`src/rtl/calc_pkg.sv`:
```
// Shared types and frame-layout helpers for the calculator
// frame receiver and other ClkTx-domain consumers.
package calc_pkg;

    typedef enum logic [1:0] {
        IDLE  = 2'd0,
        SHIFT = 2'd1,
        DONE  = 2'd2
    } rx_state_t;

    localparam int SEL_W     = 4;
    localparam int FLAG_W    = 4;
    localparam int OFF_FLAGS = 0;
    localparam int OFF_SEL   = FLAG_W;
    localparam int OFF_RES   = FLAG_W + SEL_W;

    function automatic int framelen(input int inbits);
        return SEL_W + FLAG_W + 3 * inbits;
    endfunction

    function automatic int off_opb(input int inbits);
        return OFF_RES + inbits;
    endfunction

    function automatic int off_opa(input int inbits);
        return OFF_RES + 2 * inbits;
    endfunction

endpackage

```
`src/rtl/calc_frame_receiver_edge_detect.sv`:
```
// Registers ClkTx in the Clk domain and emits a one-cycle
// pulse on each rising edge.
module edge_detect (
    input  logic i_clk,
    input  logic i_rst_n,
    input  logic i_sig,
    output logic o_rise
);

    logic r_q;

    always_ff @(posedge i_clk or negedge i_rst_n) begin
        if (!i_rst_n) r_q <= 1'b0;
        else          r_q <= i_sig;
    end

    assign o_rise = i_sig & ~r_q;

endmodule

```
`src/rtl/calc_frame_receiver.sv`:
```
// Reassembles the serial calculator result stream into a frame
// and hands it to a local consumer over a valid/ack handshake.
module calc_frame_receiver
    import calc_pkg::*;
#(
    parameter int INBITS   = 8,
    parameter int SBITI    = 4,
    parameter int FRAMELEN = framelen(INBITS)
) (
    input  logic              Clk,
    input  logic              Reset,
    input  logic              ClkTx,
    input  logic              DoutValid,
    input  logic [SBITI-1:0]  DataOut,
    input  logic              FrameAck,
    input  logic              ClearErr,
    output logic              FrameValid,
    output logic [INBITS-1:0] OpA,
    output logic [INBITS-1:0] OpB,
    output logic [INBITS-1:0] Result,
    output logic [3:0]        SelOut,
    output logic [3:0]        Flags,
    output logic              FrameErr,
    output logic              Overrun,
    output logic [7:0]        FrameCount
);

    localparam int BEATS = FRAMELEN / SBITI;
    localparam int CW    = $clog2(BEATS + 1);
    localparam int O_OPA = off_opa(INBITS);
    localparam int O_OPB = off_opb(INBITS);

    rx_state_t r_state;
    rx_state_t w_next;

    logic                      w_rise;
    logic                      w_beat;
    logic                      w_end;
    logic                      w_at_last;
    logic                      w_load1;
    logic                      w_shift_en;
    logic                      w_complete;
    logic                      w_trunc;
    logic                      w_extra;
    logic                      w_accept;
    logic                      w_ovr_evt;
    logic [CW-1:0]             r_cnt;
    logic [FRAMELEN-SBITI-1:0] r_shift;
    logic [FRAMELEN-1:0]       w_word;

    logic              r_valid;
    logic [INBITS-1:0] r_opa;
    logic [INBITS-1:0] r_opb;
    logic [INBITS-1:0] r_res;
    logic [3:0]        r_sel;
    logic [3:0]        r_flags;
    logic              r_err;
    logic              r_ovr;
    logic [7:0]        r_count;

    edge_detect u_edge (
        .i_clk   (Clk),
        .i_rst_n (Reset),
        .i_sig   (ClkTx),
        .o_rise  (w_rise)
    );

    assign w_beat    = w_rise & DoutValid;
    assign w_end     = w_rise & ~DoutValid;
    assign w_at_last = (r_cnt == CW'(BEATS - 1));
    assign w_word    = {r_shift, DataOut};

    always_ff @(posedge Clk or negedge Reset) begin
        if (!Reset) r_state <= IDLE;
        else        r_state <= w_next;
    end

    always_comb begin
        w_next = r_state;
        unique case (r_state)
            IDLE: begin
                if (w_beat) w_next = SHIFT;
            end
            SHIFT: begin
                if (w_beat && w_at_last) w_next = DONE;
                else if (w_end)          w_next = IDLE;
            end
            DONE: begin
                if (w_end) w_next = IDLE;
            end
            default: w_next = IDLE;
        endcase
    end

    always_comb begin
        w_load1    = 1'b0;
        w_shift_en = 1'b0;
        w_complete = 1'b0;
        w_trunc    = 1'b0;
        w_extra    = 1'b0;
        unique case (r_state)
            IDLE: begin
                w_shift_en = w_beat;
                w_load1    = w_beat;
            end
            SHIFT: begin
                w_shift_en = w_beat;
                w_complete = w_beat & w_at_last;
                w_trunc    = w_end;
            end
            DONE: begin
                w_extra = w_beat;
            end
            default: ;
        endcase
    end

    // An ack on the completion edge frees the slot for the new frame.
    assign w_accept  = w_complete & (~r_valid | FrameAck);
    assign w_ovr_evt = w_complete & r_valid & ~FrameAck;

    always_ff @(posedge Clk or negedge Reset) begin
        if (!Reset) begin
            r_cnt   <= '0;
            r_shift <= '0;
        end else begin
            if (w_shift_en) r_shift <= w_word[FRAMELEN-SBITI-1:0];
            if (w_complete || w_trunc) r_cnt <= '0;
            else if (w_load1)          r_cnt <= CW'(1);
            else if (w_shift_en)       r_cnt <= r_cnt + CW'(1);
        end
    end

    always_ff @(posedge Clk or negedge Reset) begin
        if (!Reset) begin
            r_valid <= 1'b0;
            r_opa   <= '0;
            r_opb   <= '0;
            r_res   <= '0;
            r_sel   <= '0;
            r_flags <= '0;
            r_count <= '0;
        end else begin
            if (w_accept) begin
                r_valid <= 1'b1;
                r_opa   <= w_word[O_OPA +: INBITS];
                r_opb   <= w_word[O_OPB +: INBITS];
                r_res   <= w_word[OFF_RES +: INBITS];
                r_sel   <= w_word[OFF_SEL +: SEL_W];
                r_flags <= w_word[OFF_FLAGS +: FLAG_W];
                r_count <= r_count + 8'd1;
            end else if (FrameAck) begin
                r_valid <= 1'b0;
            end
        end
    end

    // A new error event on the clear edge keeps the flag set.
    always_ff @(posedge Clk or negedge Reset) begin
        if (!Reset) begin
            r_err <= 1'b0;
            r_ovr <= 1'b0;
        end else begin
            r_err <= w_trunc | w_extra | (r_err & ~ClearErr);
            r_ovr <= w_ovr_evt | (r_ovr & ~ClearErr);
        end
    end

    assign FrameValid = r_valid;
    assign OpA        = r_opa;
    assign OpB        = r_opb;
    assign Result     = r_res;
    assign SelOut     = r_sel;
    assign Flags      = r_flags;
    assign FrameErr   = r_err;
    assign Overrun    = r_ovr;
    assign FrameCount = r_count;

endmodule
```
`config.mk`:
```
export PLATFORM = sky130hd
export DESIGN_NAME = calc_frame_receiver
export DESIGN_NICKNAME = d
export VERILOG_FILES = /design/src/rtl/calc_pkg.sv /design/src/rtl/calc_frame_receiver_edge_detect.sv /design/src/rtl/calc_frame_receiver.sv
export SDC_FILE = /design/constraint.sdc
export NUM_CORES = 1
export LEC_CHECK = 0
export ABC_AREA = 1
export CAP_MARGIN = 10
export CELL_PAD_IN_SITES_DETAIL_PLACEMENT = 0
export CELL_PAD_IN_SITES_GLOBAL_PLACEMENT = 2
export CORE_ASPECT_RATIO = 2
export CORE_MARGIN = 10
export CORE_UTILIZATION = 25
export CTS_CLUSTER_DIAMETER = 30
export DETAILED_ROUTE_END_ITERATION = 12
export GPL_TIMING_DRIVEN = 1
export MAX_ROUTING_LAYER = met4
export PLACE_DENSITY = 0.67
export SYNTH_ARGS = -nofsm -noshare
export SYNTH_HDL_FRONTEND = slang
export SYNTH_SLANG_ARGS = --single-unit
```
`constraint.sdc`:
```
create_clock -name Clk -period 2.39 [get_ports Clk]
set_input_delay 0.717 -clock Clk [delete_from_list [all_inputs] [get_ports Clk]]
set_output_delay 0.717 -clock Clk [all_outputs]
set_load 0.02 [all_outputs]
```
Yosys cells after proc, flatten, opt, wreduce, memory -nomap -nowiden. Cells that the tools add are included.

Bits of input ports: 10. Flip-flop bits (word level): 78. Logic and storage cells: 57. Output and inout port bits: 43.

Equal/unequal tests: 4. Reduce and logical (&&, ||, !) cells: 6. Mux-type cells: 14. Add/subtract/negate cells: 2. Bitwise logic cells: 18.

Operator list (count): two-way mux 4 bit (3); bitwise AND 1 bit (9); adder 8 x 1 -> 8 bit (second input constant) (1); two-way mux 1 bit (7); two-way mux 2 bit (3); one-hot mux 2 bit (3 select lines) (1); inverter 1 bit (5); adder 4 x 1 -> 4 bit (second input constant) (1); == test 4 x 3 -> 1 bit (second input constant) (1); OR 1 bit (4); nonzero test 3 bit (1); == test 2 x 1 -> 1 bit (second input constant) (1); == test 2 bit (second input constant) (1); logical NOT 2 bit (1); != test 2 bit (second input constant) (1); nonzero test 2 bit (1); OR reduction 2 bit (1); logical AND 1 bit (1); logical OR 1 bit (1).

Depth between registers and ports, before layout. Gate-level depths: netlist of run 1.

Word-level depth: 8. Gate-level depth with buffers: 9. Depth with buffers taken out: 7.

Cells and area by module. A second synthesis of run 1 with hierarchy kept.

Cells, all modules: 349. Area total of the unflattened synthesis: 3174.3 µm².

By module, submodules not included: calc_frame_receiver (cells an instance 346, seq. area each 1926.8 µm², area each 3139.3 µm², times used 1); edge_detect (cells an instance 3, seq. area each 25.0 µm², area each 35.0 µm², times used 1).

Worst setup path after synthesis of run 1. Ideal clock, no wire load.

Path type: in2reg. Start: input port ClkTx. End: register r_count[3] (netlist: FrameCount[3]). Setup time: 0.065 ns. Buffers on the path: 2. Arrival: 1.458 ns. Stages: 8. Setup slack: 0.867 ns. Required time: 2.325 ns. Cell sequence: nand2_1 > nor2_2 > nand3_2 > nor2_4 > buf_6 > buf_6 > nand2_1 > nand2_1.

Longest elaborated chain between the ends: 5.

RTL lines: from (decl) (RTL line calc_frame_receiver.sv:12) `input logic ClkTx,`; bitwise AND 1 bit (RTL line calc_frame_receiver_edge_detect.sv:17) `assign o_rise = i_sig & ~r_q;`; bitwise AND 1 bit (RTL line calc_frame_receiver.sv:68) `assign w_beat = w_rise & DoutValid;`; bitwise AND 1 bit (RTL line calc_frame_receiver.sv:108) `w_complete = w_beat & w_at_last;`; two-way mux 1 bit (RTL line calc_frame_receiver.sv:101) `unique case (r_state)`; bitwise AND 1 bit (RTL line calc_frame_receiver.sv:119) `assign w_accept = w_complete & (~r_valid | FrameAck);`; to (signal assigned) (RTL line calc_frame_receiver.sv:151) `r_count <= r_count + 8'd1;`; to (decl) (RTL line calc_frame_receiver.sv:59) `logic [7:0] r_count;`.

No other way between the ends. A chain may end at the register's enable or synchronous reset.

Final worst setup path of run 1.
Start: register r_count[1] (netlist: FrameCount[1]). End: output port FrameCount[1].

RTL lines: to (decl) (RTL line calc_frame_receiver.sv:25) `output logic [7:0] FrameCount`.

No word-level cell between the ends.

==> impl_metrics.ini, run 1 <==
[power_and_ir_drop]
power_per_cell_area_nw_per_um2 = 756
proportion_of_power_drawn_by_combinational_gates_pct = 8.4
max-vdd-ir-drop_v = 0.000339
clockPowerShare_pct = 42.8
power_leakage_uw = 0.00220
power_switching_uw = 797
p_int_uw = 2430
power.switching_fraction_pct = 24.7
power_frac_seq_pct = 48.8

[setup_path]
reg2reg_setup_slack_ns = 0.86
crit_path_max_incr_delay_ns = 0.65
criticalPathCategory = flop to output pin
worstReg2RegStart = r_cnt[0]
critical_path_required_ns = 1.67
start_kind = flop
worst_path_max_delay_cell = clkdlybuf4s50_1
timing.critical_path.from = FrameCount[1]
worst_ep_arrival_time_ns = 1.42
rr_worst_depth = 8
critical_path_depth = 1
crit_path_max_fanout = 5
cp.buffers_inverters = 1
cp_top_family = buffers and inverters
endpoint_kind_of_the_worst_setup_timing_path = output pin
chain_of_cells_forming_the_critical_path = clkdlybuf4s50_1

[cts]
clock_latency_ns = 0.33
tritoncts.num_buffers = 9
tritoncts = yes
cts_post_setup_buffers_inserted = 0
number_of_instances_resized_during_post_cts_repair = 0
clk_pin_slew_ns = 0.06
clkSinkCount = 78
clockRootBuffer = clkbuf_16
cts_hold_buffers = 0
cts.path.max_buffers = 2
cts_htree_levels = 3

[cells_and_area]
area_delta_synth_final_pct = 32.9
n_fill_cell = 1319
final_cells = 596
final_cell_area_um2 = 4270
diodes = 0
drive_above_1_share_pct = 8.30
count_of_nets_after_finishing = 453

[detailed_routing]
dr_total_vias = 2562
drt-total-wl_mm = 8.46
drt-pass1-iter-count = 4
route.detailed.wl_per_inst_um = 14.2
detail-route-antenna-nets = 0
first_iter_violations = 79
detail_route.drc_violations = 0
via_per_inst = 4.30

[grt]
globalRouteOverflowTotal = 0
grt_first_pass_wirelength_mm = 14.3
initial_antenna_violation_count = 0
first_global_vias = 2734
grt_max_degree = 34
grt_util_all_layers_pct = 10.3

[synthesis]
synthDistinctLibCells = 22
synth.top_cells.by_area = dfrtp_1 61%, nand2_1 26%, buf_2 1.6%
syn-instance-count = 380
yosysSeqAreaShare_pct = 60.8
yosys_warnings = 0
post-synth-top-area-fraction_pct = 60.8
synth_fp_nets = 392
synthesis.area_per_instance_um2 = 8.45
post_synth_instance_area_um2 = 3210
yosysTopAreaCell = dfrtp_1
total_of_flip_flops_plus_latches_after_synthesis = 78

[placement]
detailedPlacementHpwl_mm = 5.94
dpl_worst_slack_ns = 0.0931
numPlacedInstances = 580
postPlaceCellArea_um2 = 3970
io_buffers = 52
routabilityCongestion = 0.786

[floorplanning]
floorplan.core_area_um2 = 12600
io_pins = 53
dieArea_um2 = 18100
initial_utilization_pct = 25.6
die_h_um = 180
rows = 58
die_width_um = 100

[timing]
worst_pin_slew_ns = 0.449
rsz0062_at_grt = no
max_slew_violation_count = 0
final_worst_path_setup_slack_ns = 0.253
final.hold.worst_slack_ns = 0.330
timing.setup.tns_ns = 0
final_period_minus_worst_setup_slack_ns = 2.14
timing.max_slew.rel_slack_pct = 70.1
setup-violations-final = 0
skew_ns = 0.00502
fin_crit_sh_pct = 89.4
fmax_ghz = 0.468
finalHoldViolations = 0

[hold_path]
holdCritPathClass = input pin to async pin

[job]
max-cap-violations = 0

[status]
run_status = finished clean
-- cells in the mapped netlist --
master      n
nand2_1   226
dfrtp_1    78
nor2_1     12
inv_1      11
buf_2      10
nand3_1     9
o21ai_0     7
a21oi_1     3
inv_2       3
nand4_1     3
buf_6       2
clkbuf_1    2
ha_1        2
nor2_2      2
o211ai_1    2
xnor2_1     2
nand3_2     1
nand3b_1    1
nor2_4      1
o22ai_1     1
or2_2       1
xor2_1      1
-- cell usage in the layout (no fill, tap or decap) --
| cell | netlist | final |
|---|---|---|
| nand3_2 | 1 | 1 |
| dfrtp_1 | 78 | 78 |
| xnor2_1 | 2 | 2 |
| inv_1 | 11 | 11 |
| xor2_1 | 1 | 1 |
| nand3_1 | 9 | 9 |
| o21ai_0 | 7 | 7 |
| clkbuf_16 | 0 | 9 |
| nand4_1 | 3 | 3 |
| clkdlybuf4s50_1 | 0 | 51 |
| a21oi_1 | 3 | 3 |
| nand2_1 | 226 | 226 |
| nor2_1 | 12 | 11 |
| nor2_4 | 1 | 1 |
| o22ai_1 | 1 | 1 |
| bufinv_16 | 0 | 1 |
| inv_2 | 3 | 3 |
| buf_12 | 0 | 3 |
| clkbuf_1 | 2 | 1 |
| nor2_2 | 2 | 3 |
| buf_4 | 0 | 10 |
| clkbuf_8 | 0 | 2 |
| o211ai_1 | 2 | 2 |
| clkinv_2 | 0 | 3 |
| or2_2 | 1 | 1 |
| nand3b_1 | 1 | 1 |
| ha_1 | 2 | 2 |
-- worst reg2reg max path: stages, from the launching register on --
cell and delay (ns):
dfrtp_1 0.41, ha_1 0.23, nand2_1 0.10, nor2_2 0.13
nand3_2 0.11, nor2_4 0.13, buf_12 0.19, nand2_1 0.10
nand2_1 0.06
-- metal layers --
layer	track usage (%)	part of all wire (%)	wire length [um]
met1	10.6	39	3300
met2	17.8	55	4660
met3	2.38	3.8	323
met4	5.11	2.2	184
met5	-	0	0
-- layout make-up --
type	instances	area [um^2]	share of cell area, %
clock inverters	4	45.0	1.06
clock buffers	12	256	6.01
inverters	14	52.6	1.23
well taps	150	188	4.40
multi-input cells	274	1130	26.5
repair buffers	64	646	15.1
flip-flops and latches	78	1950	45.7
-- registers in the layout, summed over array words and instances (netlist names) --
signal and count:
FrameCount 8, r_shift 28, FrameErr 1, OpA 8
r_state 2, u_edge.r_q 1, SelOut 4, Result 8
Overrun 1, FrameValid 1, OpB 8, Flags 4
r_cnt 4
-- path summary, 6_finish.rpt --
| check | endpoint |
|---|---|
| setup / recovery | FrameCount[1] |
| hold / removal | OpB[3] |
| setup reg to reg | Result[5] |
| hold reg to reg | r_shift[25] |
| max in group asynchronous | r_shift[3] |
| min in group Clk | r_shift[25] |
-- logic make-up (layout without fill, tap and decap cells) --
logic type | count (synthesis) | after routing | share of synthesized area [%]
AND/OR/NAND/NOR | 256 | 256 | 31.3
flip-flops | 78 | 78 | 60.8
buffers and inverters | 28 | 94 | 4.13
AO/OA/AOI/OAI | 13 | 13 | 2.22
XOR/XNOR | 3 | 3 | 0.818
adder cells (fa/ha/maj) | 2 | 2 | 0.779
-- power groups by stage --
stage	Combinational [uW]	Clock, uW	Sequential [uW]
CTS	282	1430	1580
finish	272	1380	1580
floorplan	151	0	1580
detailed placement	282	0	1600
global route	321	1490	1600
global placement	273	0	1600
-- stage by stage --
stage / utilization [%] / power (uW)
6_report: 34.0 / 3230
5_1_grt: 34.0 / 3410
4_1_cts: 34.0 / 3290
3_5_place_dp: 31.6 / 1880
3_3_place_gp: 31.6 / 1870
2_1_floorplan: - / 1730
(Power assumes the default switching activity.)
==> run 2: changes to the inputs <==
CELL_PAD_IN_SITES_GLOBAL_PLACEMENT = 1   (was 2)
PLACE_DENSITY = 0.56   (was 0.67)
SLEW_MARGIN = 10   (was unset)
==> run 2 against run 1 <==
- via count is 0.20% higher
- critical path depth is the same
- worst hold slack gained 0.055 ns
- sequential power barely moved
- global-route usage decreased by 0.51 points
- worst setup slack worse by 0.0094 ns
- highest routed layer unchanged
- sequential share of layout area decreased by 0.45 points
- count of clock-buffer cells in the layout decreased by 1
- critical endpoint is now FrameCount[3]
- first-iteration DRC count fell by 52%
- cell count decreased by 0.17%
- clock skew decreased by 0.00055 ns
==> impl_metrics.ini, run 2 (synthesis results as in run 1) <==
[grt]
globalRouteOverflowTotal = 0
first_global_vias = 2678
grt_util_all_layers_pct = 9.83
initial_antenna_violation_count = 0
grt_max_degree = 47
grt_first_pass_wirelength_mm = 13.8

[timing]
final_period_minus_worst_setup_slack_ns = 2.15
max_slew_violation_count = 0
fmax_ghz = 0.466
finalHoldViolations = 0
timing.max_slew.rel_slack_pct = 59.6
skew_ns = 0.00447
rsz0062_at_grt = no
final_worst_path_setup_slack_ns = 0.244
timing.setup.tns_ns = 0
worst_pin_slew_ns = 0.606
fin_crit_sh_pct = 89.8
setup-violations-final = 0

[setup_path]
worstReg2RegStart = r_cnt[0]
crit_path_max_incr_delay_ns = 0.65
cp.buffers_inverters = 1
reg2reg_setup_slack_ns = 0.85
timing.critical_path.to = FrameCount[3]
critical_path_required_ns = 1.67
timing.critical_path.from = FrameCount[3]
critical_path.reg2reg.endpoint = OpB[1]
cp_top_family = buffers and inverters
chain_of_cells_forming_the_critical_path = clkdlybuf4s50_1
crit_path_max_fanout = 5
endpoint_kind_of_the_worst_setup_timing_path = output pin
start_kind = flop
rr_worst_depth = 8
critical_path_depth = 1
criticalPathCategory = flop to output pin
worst_ep_arrival_time_ns = 1.43
worst_path_max_delay_cell = clkdlybuf4s50_1

[cells_and_area]
regMostFlops = r_shift
layout.core_utilization_pct = 34.3
diodes = 0
count_of_nets_after_finishing = 452
most-common-layout-cells = 226 x nand2_1, 78 x dfrtp_1, 51 x clkdlybuf4s50_1, 11 x inv_1, 11 x nor2_1
largest_register_ffs = 28
final_common_cell = nand2_1
area_delta_synth_final_pct = 34.2
drive_above_1_share_pct = 8.54

[floorplanning]
initial_utilization_pct = 25.6
die_h_um = 180
dieArea_um2 = 18100
die_width_um = 100
io_pins = 53
rows = 58
floorplan.core_area_um2 = 12600

[detailed_routing]
detail-route-antenna-nets = 0
first_iter_violations = 38
dr_total_vias = 2567
drt-pass1-iter-count = 4
drt-total-wl_mm = 8.21
route.detailed.wl_per_inst_um = 13.8
detail_route.drc_violations = 0
via_per_inst = 4.31

[cts]
tritoncts.num_buffers = 9
cts_htree_levels = 3
cts_hold_buffers = 0
cts_post_setup_buffers_inserted = 0
clk_pin_slew_ns = 0.06
clock_latency_ns = 0.33
cts.path.max_buffers = 2
clockRootBuffer = clkbuf_16
tritoncts = yes
clkSinkCount = 78
number_of_instances_resized_during_post_cts_repair = 0

[power_and_ir_drop]
power_leakage_uw = 0.00221
power_per_cell_area_nw_per_um2 = 779
max-vdd-ir-drop_v = 0.000400

[placement]
dpl_worst_slack_ns = 0.125
routabilityCongestion = 0.792
detailedPlacementHpwl_mm = 5.69
io_buffers = 52

[job]
max-cap-violations = 0

[status]
run_status = finished clean

[hold_path]
holdCritPathClass = input pin to async pin
[run 2: power by group]
group | internal, uW | switching (uW)
combinational | 114 | 158
sequential | 1460 | 115
clock | 971 | 544
[run 2: worst min path at each step]
stage,start,endpoint,slack (ns)
floorplan,Reset,Flags[0],0.42
global placement,r_shift[23],OpA[3],0.45
detailed placement,r_shift[23],OpA[3],0.46
CTS,Reset,OpB[5],0.41
global route,Reset,OpB[5],0.43
finish,Reset,OpB[5],0.38
[run 2: metrics by stage]
stage / hold slack [ns] / power (uW) / cells / instance area [um^2]
finish: 0.385 / 3360 / 595 / 4310
detailed placement: 0.459 / 1880 / 579 / 3980
global placement: 0.454 / 1870 / 579 / 3980
CTS: 0.411 / 3410 / 595 / 4310
global route: 0.433 / 3530 / 595 / 4310
floorplan: 0.421 / 1730 / 380 / 3210
[run 2: per-layer routing]
layer / vias to the layer above / global-route usage (%) / share of wire (%)
li1: 1293 / - / -
met1: 1212 / 10.5 / 41
met2: 44 / 16.3 / 53
met3: 18 / 2.04 / 3.5
met4: 0 / 5.51 / 3.0
met5: - / - / 0
[run 2: final cells by class]
cell class | instances | area, um^2
clock buffers | 11 | 253
flip-flops and latches | 78 | 1950
well taps | 150 | 188
clock inverters | 5 | 81.3
inverters | 14 | 52.6
multi-input cells | 274 | 1130
fillers | 1310 | 8240
repair buffers | 63 | 651
